==> src/rtl/mclr5_lsu_bridge.sv <==
// Load/store bridge between the core's single memory port and an external
// req/ack bus. It accepts one request at a time, holds the bus request and
// its address/data stable until ACK or timeout, and keeps the last load
// result stable for the core's writeback. Sticky flags record timeouts,
// late ACKs and requests that arrive while a transaction is outstanding.
//
// Handshake: a core request (LOAD_REQ/STORE_REQ) is taken only on an edge
// in IDLE. BUS_REQ stays high with BUS_WE/BUS_ADDR/BUS_WDATA frozen until
// an edge samples BUS_ACK=1 (completion) or the timeout fires. BUS_RDATA is
// sampled only on an edge where BUS_ACK=1. BUS_ACK is ignored in IDLE.
module mclr5_lsu_bridge #(
  parameter int          TIMEOUT     = 16,
  parameter int          LOAD_WINDOW = 3,
  parameter logic [31:0] ERR_DATA    = 32'hDEAD_BEEF
) (
  input  logic        CORE_CLK,
  input  logic        RST,
  input  logic [31:0] LOAD_STORE_ADDRESS,
  input  logic [31:0] STORE_DATA,
  input  logic        LOAD_REQ,
  input  logic        STORE_REQ,
  output logic [31:0] LOAD_DATA,
  output logic        BUSY,
  output logic        BUS_REQ,
  output logic        BUS_WE,
  output logic [31:0] BUS_ADDR,
  output logic [31:0] BUS_WDATA,
  input  logic        BUS_ACK,
  input  logic [31:0] BUS_RDATA,
  input  logic        ERR_CLR,
  output logic        ERR_TIMEOUT,
  output logic        ERR_LATE,
  output logic        ERR_OVERRUN
);

  localparam int CW = $clog2(TIMEOUT + 1);
  localparam logic [CW-1:0] CNT_MAX = CW'(TIMEOUT);
  localparam logic [CW-1:0] CNT_WIN = CW'(LOAD_WINDOW);
  localparam logic [CW-1:0] CNT_ONE = CW'(1);

  localparam logic [0:0] S_IDLE = 1'b0;
  localparam logic [0:0] S_WAIT = 1'b1;

  logic [0:0]    state;
  logic [CW-1:0] cnt;

  // Event strobes feeding the sticky flags; all decoded from current state.
  logic any_req;
  logic in_wait;
  logic done_ack;
  logic done_tmo;
  logic set_late;
  logic set_overrun;

  // Decode completion/timeout/overrun events for this edge.
  always_comb begin
    any_req     = LOAD_REQ | STORE_REQ;
    in_wait     = (state == S_WAIT);
    done_ack    = in_wait & BUS_ACK;
    // ACK takes priority when it lands on the timeout cycle.
    done_tmo    = in_wait & ~BUS_ACK & (cnt == CNT_MAX);
    set_late    = done_ack & (cnt > CNT_WIN);
    set_overrun = in_wait & any_req;
  end

  // Transaction FSM, bus outputs, cycle counter and load result register.
  always_ff @(posedge CORE_CLK or posedge RST) begin
    if (RST) begin
      state     <= S_IDLE;
      cnt       <= '0;
      BUSY      <= 1'b0;
      BUS_REQ   <= 1'b0;
      BUS_WE    <= 1'b0;
      BUS_ADDR  <= '0;
      BUS_WDATA <= '0;
      LOAD_DATA <= '0;
    end else begin
      case (state)
        S_IDLE: begin
          if (any_req) begin
            BUS_ADDR  <= LOAD_STORE_ADDRESS;
            BUS_WDATA <= STORE_DATA;
            // A simultaneous load+store is treated as a store.
            BUS_WE    <= STORE_REQ;
            BUS_REQ   <= 1'b1;
            BUSY      <= 1'b1;
            cnt       <= CNT_ONE;
            state     <= S_WAIT;
          end
        end
        default: begin
          if (done_ack) begin
            if (!BUS_WE) LOAD_DATA <= BUS_RDATA;
            BUS_REQ <= 1'b0;
            BUSY    <= 1'b0;
            state   <= S_IDLE;
          end else if (done_tmo) begin
            if (!BUS_WE) LOAD_DATA <= ERR_DATA;
            BUS_REQ <= 1'b0;
            BUSY    <= 1'b0;
            state   <= S_IDLE;
          end else if (cnt != CNT_MAX) begin
            cnt <= cnt + CNT_ONE;
          end
        end
      endcase
    end
  end

  // Sticky error flags; a set on the same edge as ERR_CLR wins.
  always_ff @(posedge CORE_CLK or posedge RST) begin
    if (RST) begin
      ERR_TIMEOUT <= 1'b0;
      ERR_LATE    <= 1'b0;
      ERR_OVERRUN <= 1'b0;
    end else begin
      ERR_TIMEOUT <= (ERR_TIMEOUT & ~ERR_CLR) | done_tmo;
      ERR_LATE    <= (ERR_LATE    & ~ERR_CLR) | set_late;
      ERR_OVERRUN <= (ERR_OVERRUN & ~ERR_CLR) | set_overrun;
    end
  end

endmodule
==> config.mk <==
export PLATFORM = sky130hd
export DESIGN_NAME = mclr5_lsu_bridge
export DESIGN_NICKNAME = d
export VERILOG_FILES = /design/src/rtl/mclr5_lsu_bridge.sv
export SDC_FILE = /design/constraint.sdc
export NUM_CORES = 1
export LEC_CHECK = 0
export CELL_PAD_IN_SITES_DETAIL_PLACEMENT = 1
export CELL_PAD_IN_SITES_GLOBAL_PLACEMENT = 1
export CORE_ASPECT_RATIO = 1.4
export CORE_UTILIZATION = 34
export CTS_CLUSTER_DIAMETER = 150
export DETAILED_ROUTE_END_ITERATION = 10
export PLACE_DENSITY_LB_ADDON = 0.05
export SYNTH_ARGS = -nofsm -noshare
export SYNTH_HDL_FRONTEND = slang
export SYNTH_SLANG_ARGS = --single-unit
==> constraint.sdc <==
create_clock -name CORE_CLK -period 8.5 [get_ports CORE_CLK]
set_input_delay 0.85 -clock CORE_CLK [delete_from_list [all_inputs] [get_ports CORE_CLK]]
set_output_delay 0.85 -clock CORE_CLK [all_outputs]
set_load 0.02 [all_outputs]
Word level (Yosys, flattened, before mapping)
Index checks and enable logic that the tools add are counted.
{ "word_totals": {"register_bits": 107, "wordCells": 58} }
{ "op_classes": {"addsub": 1, "n_lt_le_gt_ge": 1, "eq_ne": 8, "muxes": 17, "bitwise_logic": 15, "n_reduce_logical": 6} }
{ "op_table": {"columns": ["cell", "count"], "rows": [
  ["two-way mux 32 bit", 4],
  ["two-way mux 5 bit", 5],
  ["AND 1 bit", 8],
  ["two-way mux 1 bit", 8],
  ["!= test 2 bit (second input constant)", 4],
  ["AND reduction 4 bit", 2],
  ["adder 5 x 1 -> 5 bit (second input constant)", 1],
  ["== test 5 bit (second input constant)", 1],
  ["greater-than comparator 5 x 2 -> 1 bit (second input constant)", 1],
  ["!= test 5 bit (second input constant)", 1],
  ["OR 1 bit", 4],
  ["AND reduction 2 bit", 2],
  ["nonzero test 2 bit", 2],
  ["!= test 3 x 1 -> 1 bit (second input constant)", 1],
  ["NOT 1 bit", 3],
  ["!= test 2 x 1 -> 1 bit (second input constant)", 1]
]} }

Depth between registers and ports, before layout
{ "depth": {"word_depth": 6, "mapped_depth": 7, "depth_no_buf": 5} }

Worst setup path before layout
OpenSTA, ideal clock, no wires.
{ "synth_path": {"path_kind": "input to register", "start": "input BUS_ACK", "end": "register cnt[0]", "t_arrival_ps": 1635, "t_required_ps": 8375, "path_slack_ps": 6740, "stages": 4, "n_path_buf": 1, "path_cell_list": "clkbuf_2 > nand2b_1 > nor2_1 > mux2_2"} }
{ "synth_via": {"elab_chain_len": 5} }
{ "synth_lines": {"columns": ["item", "line", "source"], "rows": [
  ["from (decl)", "28", "input logic BUS_ACK,"],
  ["NOT 1 bit", "61", "done_tmo = in_wait & ~BUS_ACK & (cnt == CNT_MAX);"],
  ["AND 1 bit (2 in series)", "61", null],
  ["!= test 2 bit (no source line)", null, null],
  ["AND reduction 4 bit (no source line) *", null, null],
  ["to (signal assigned)", "103", "cnt <= cnt + CNT_ONE;"],
  ["to (decl)", "45", "logic [CW-1:0] cnt;"]
]} }
Every way passes the cells marked *; elsewhere a longest branch is shown, timed or not.
A chain may end at the register's enable or synchronous reset.

Final worst setup path
{ "layout_path": {"start": "input STORE_REQ", "end": "register BUS_WDATA[13]"} }
{ "layout_via": {"elab_chain_len": 2} }
{ "layout_lines": {"columns": ["item", "line", "source"], "rows": [
  ["from (decl)", "21", "input logic STORE_REQ,"],
  ["OR 1 bit", "57", "any_req = LOAD_REQ | STORE_REQ;"],
  ["AND reduction 2 bit (no source line)", null, null],
  ["to (signal assigned)", "75", "BUS_WDATA <= '0;"],
  ["to (signal assigned)", "82", "BUS_WDATA <= STORE_DATA;"],
  ["to (decl)", "27", "output logic [31:0] BUS_WDATA,"]
]} }
Every way passes these cells.

==> flow_summary.toml <==
[run_status]
status = "completed"

[place]
place_area_sq_um = 6236
portBuffers = 203
dp_hpwl_mm = 7.757
place.gp.congestion = 0.7196

[worst_setup_path]
cpLargestDelayFamily = "buffers and inverters"
critPathBufInv = 2
cp.required_ns = 8.72
reg2reg_depth = 3
crit_fanout = 72
crit_chain = "clkdlybuf4s50_1 -> o21bai_4 -> buf_4 -> mux2_2"
r2r-start = "in_wait"
end_kind = "register"
worstSetupStartpointType = "primary input"
worstPathArrival_ns = 2.65
slowest_delay_ns = 0.70
critPathSlowestCell = "buf_4"
rrSetupSlack_ns = 6.59
timing.rr.end = "BUS_WDATA[13]"
path_class = "in -> reg"

[timing]
hold_viol = 0
setup_tns_ns = 0
fin_skew_ns = 0.008703
rsz0062_at_grt = "no"
worstMarginPinSlew_ns = 0.8981
fmax_mhz = 412.9
maxSlewViolCount = 0
max-slew-margin-rel = 0.4013
setup_violations = 0
finalCriticalPeriod_ns = 2.422
fin_crit_sh = 0.2849

[route]
vias = 2905
vias_per_cell = 4.747
ant_nets = 0
drtIter0Drc = 59
routed_wirelength_mm = 10.70
wl_per_cell_um = 17.48
drc = 0
drt_first_pass_iters = 4

[floorplanning]
fp-row-count = 47
start_util = 0.3473
die-area_sq_um = 12520
die_w_um = 94.87
die_h_um = 132.0
coreArea_sq_um = 11820
ios = 204

[synthesis]
synth_fp_nets = 365
synth-seq-cells = 107
avgSynthCellArea_sq_um = 15.73
synth-async-reset-ratio = 1.000
synth_top_flop_cell = "dfrtp_1"
yosysMostFrequentCell = "dfrtp_1"
synth_warnings = 0
synth_top_cell_by_area = "dfrtp_1"
netlist_instances = 261
synth_edf_count = 0
synth_area_leaders = "dfrtp_1 (65%), mux2_2 (18%), o22a_2 (4.6%)"
synth_area_sq_um = 4105
ys_seq_area_frac = 0.6522
ys_top_cells_by_count = "dfrtp_1 (107), mux2_2 (66), o22a_2 (19), buf_4 (10), a22o_1 (8)"
synth_top_area_share = 0.6522
synth_cell_type_count = 34

[finish]
post-route-cell-area_sq_um = 6534
syn2layout_area_growth_pct = 59.16
antenna_cells = 0
num-fill-cells = 1176
drive_gt1_frac = 0.2237
finalNetCount = 566

[power]
power.density_nw_per_um2 = 343.7
p_leak_uw = 0.002679
ir_drop_v = 0.0001175

[worst_hold_path]
hold_path_end = "LOAD_DATA[31]"
hold_path.startpoint = "LOAD_DATA[31]"
holdCritPathClass = "reg -> reg"
hold_depth = 1

[clocking]
post_cts_buffers = 0
h-tree-depth = 3
path_clk_slew_ns = 0.07
clkSinkCount = 107
cts_made_buffers = 9
tritoncts = "done"
clockBufferDepth = 2
cts-root-buf = "clkbuf_16"
cts_hold_buf = 0
ctsResizeCount = 0
clk_latency_ns = 0.34

[grt]
grt_pass1_wl_mm = 16.98
grt_pass1_vias = 3172
grt_max_degree = 73
antenna_found_initial = 0
grt_usage = 0.1804
grt-ovfl-total = 0

[flow_run]
max_cap_viol_count = 0
[kinds of logic after synthesis]
group | Yosys count | synth area share
multiplexers | 68 | 0.1859
adder cells (fa/ha/maj) | 2 | 0.006095
buffers and inverters | 23 | 0.03596
flip-flops | 107 | 0.6522
AO/OA/AOI/OAI | 46 | 0.09966
AND/OR/NAND/NOR | 15 | 0.02012
[layout by cell type, fill, tap and decap left out, types with 2 or more instances in the layout]
master and n:
mux2_2 66, o31ai_1 3, nand2_1 5, dfrtp_1 107, clkbuf_1 2, o22a_2 19, bufinv_16 2, mux2i_1 2
buf_4 3, clkbuf_16 9, clkdlybuf4s50_1 203, a22o_1 8, o21ai_0 3, o22a_1 5, ha_1 2, inv_1 6
[report_power, final]
part	switching, uW	total, uW	internal [uW]
combinational	465	1000	537
clock	174	429	255
sequential	107	814	707
total	747	2250	1500
[area by class of cell]
class / instances / area [sq um] / share of cell area
well taps: 147 / 183.9 / 0.02815
flip-flops and latches: 107 / 2678 / 0.4098
clock inverters: 3 / 65.06 / 0.009958
clock buffers: 11 / 232.7 / 0.03562
multi-input cells: 131 / 1291 / 0.1976
inverters: 7 / 28.78 / 0.004404
repair buffers: 206 / 2054 / 0.3144
[flip-flops by register name, indices dropped and copies added, names as in the netlist]
register     count
cnt              5
ERR_LATE         1
BUS_WE           1
ERR_TIMEOUT      1
BUS_WDATA       32
in_wait          1
BUS_REQ          1
LOAD_DATA       32
BUS_ADDR        32
ERR_OVERRUN      1
[routing by layer]
metal  up-vias  track usage  wire, um
met5         -            0         0
met4         0      0.08333       278
met3        17      0.06228       836
met2       114       0.3094      5710
met1      1443       0.1958      3875
li1       1331            -         -
[through the flow]
step,power (uW),setup slack (ns),hold slack (ns),instances,utilization
5_1_grt,2367,5.963,0.5083,612,0.5528
3_5_place_dp,1837,5.695,0.4772,598,0.5276
2_1_floorplan,1330,4.833,0.4670,261,-
3_3_place_gp,1812,5.719,0.4717,598,0.5276
6_report,2245,6.078,0.4872,612,0.5528
4_1_cts,2281,6.042,0.4929,612,0.5528
[worst max path at each step]
stage	slack, ns	to	depth (start not counted)	from
floorplan	4.83	BUS_ADDR[0]	1	RST
global placement	5.72	BUS_ADDR[8]	4	STORE_REQ
detailed placement	5.69	BUS_WDATA[30]	4	STORE_REQ
CTS	6.04	cnt[0]	5	STORE_REQ
global route	5.96	cnt[0]	5	STORE_REQ
finish	6.08	BUS_WDATA[13]	4	STORE_REQ
Note: power is estimated with default switching activity, not from simulation.
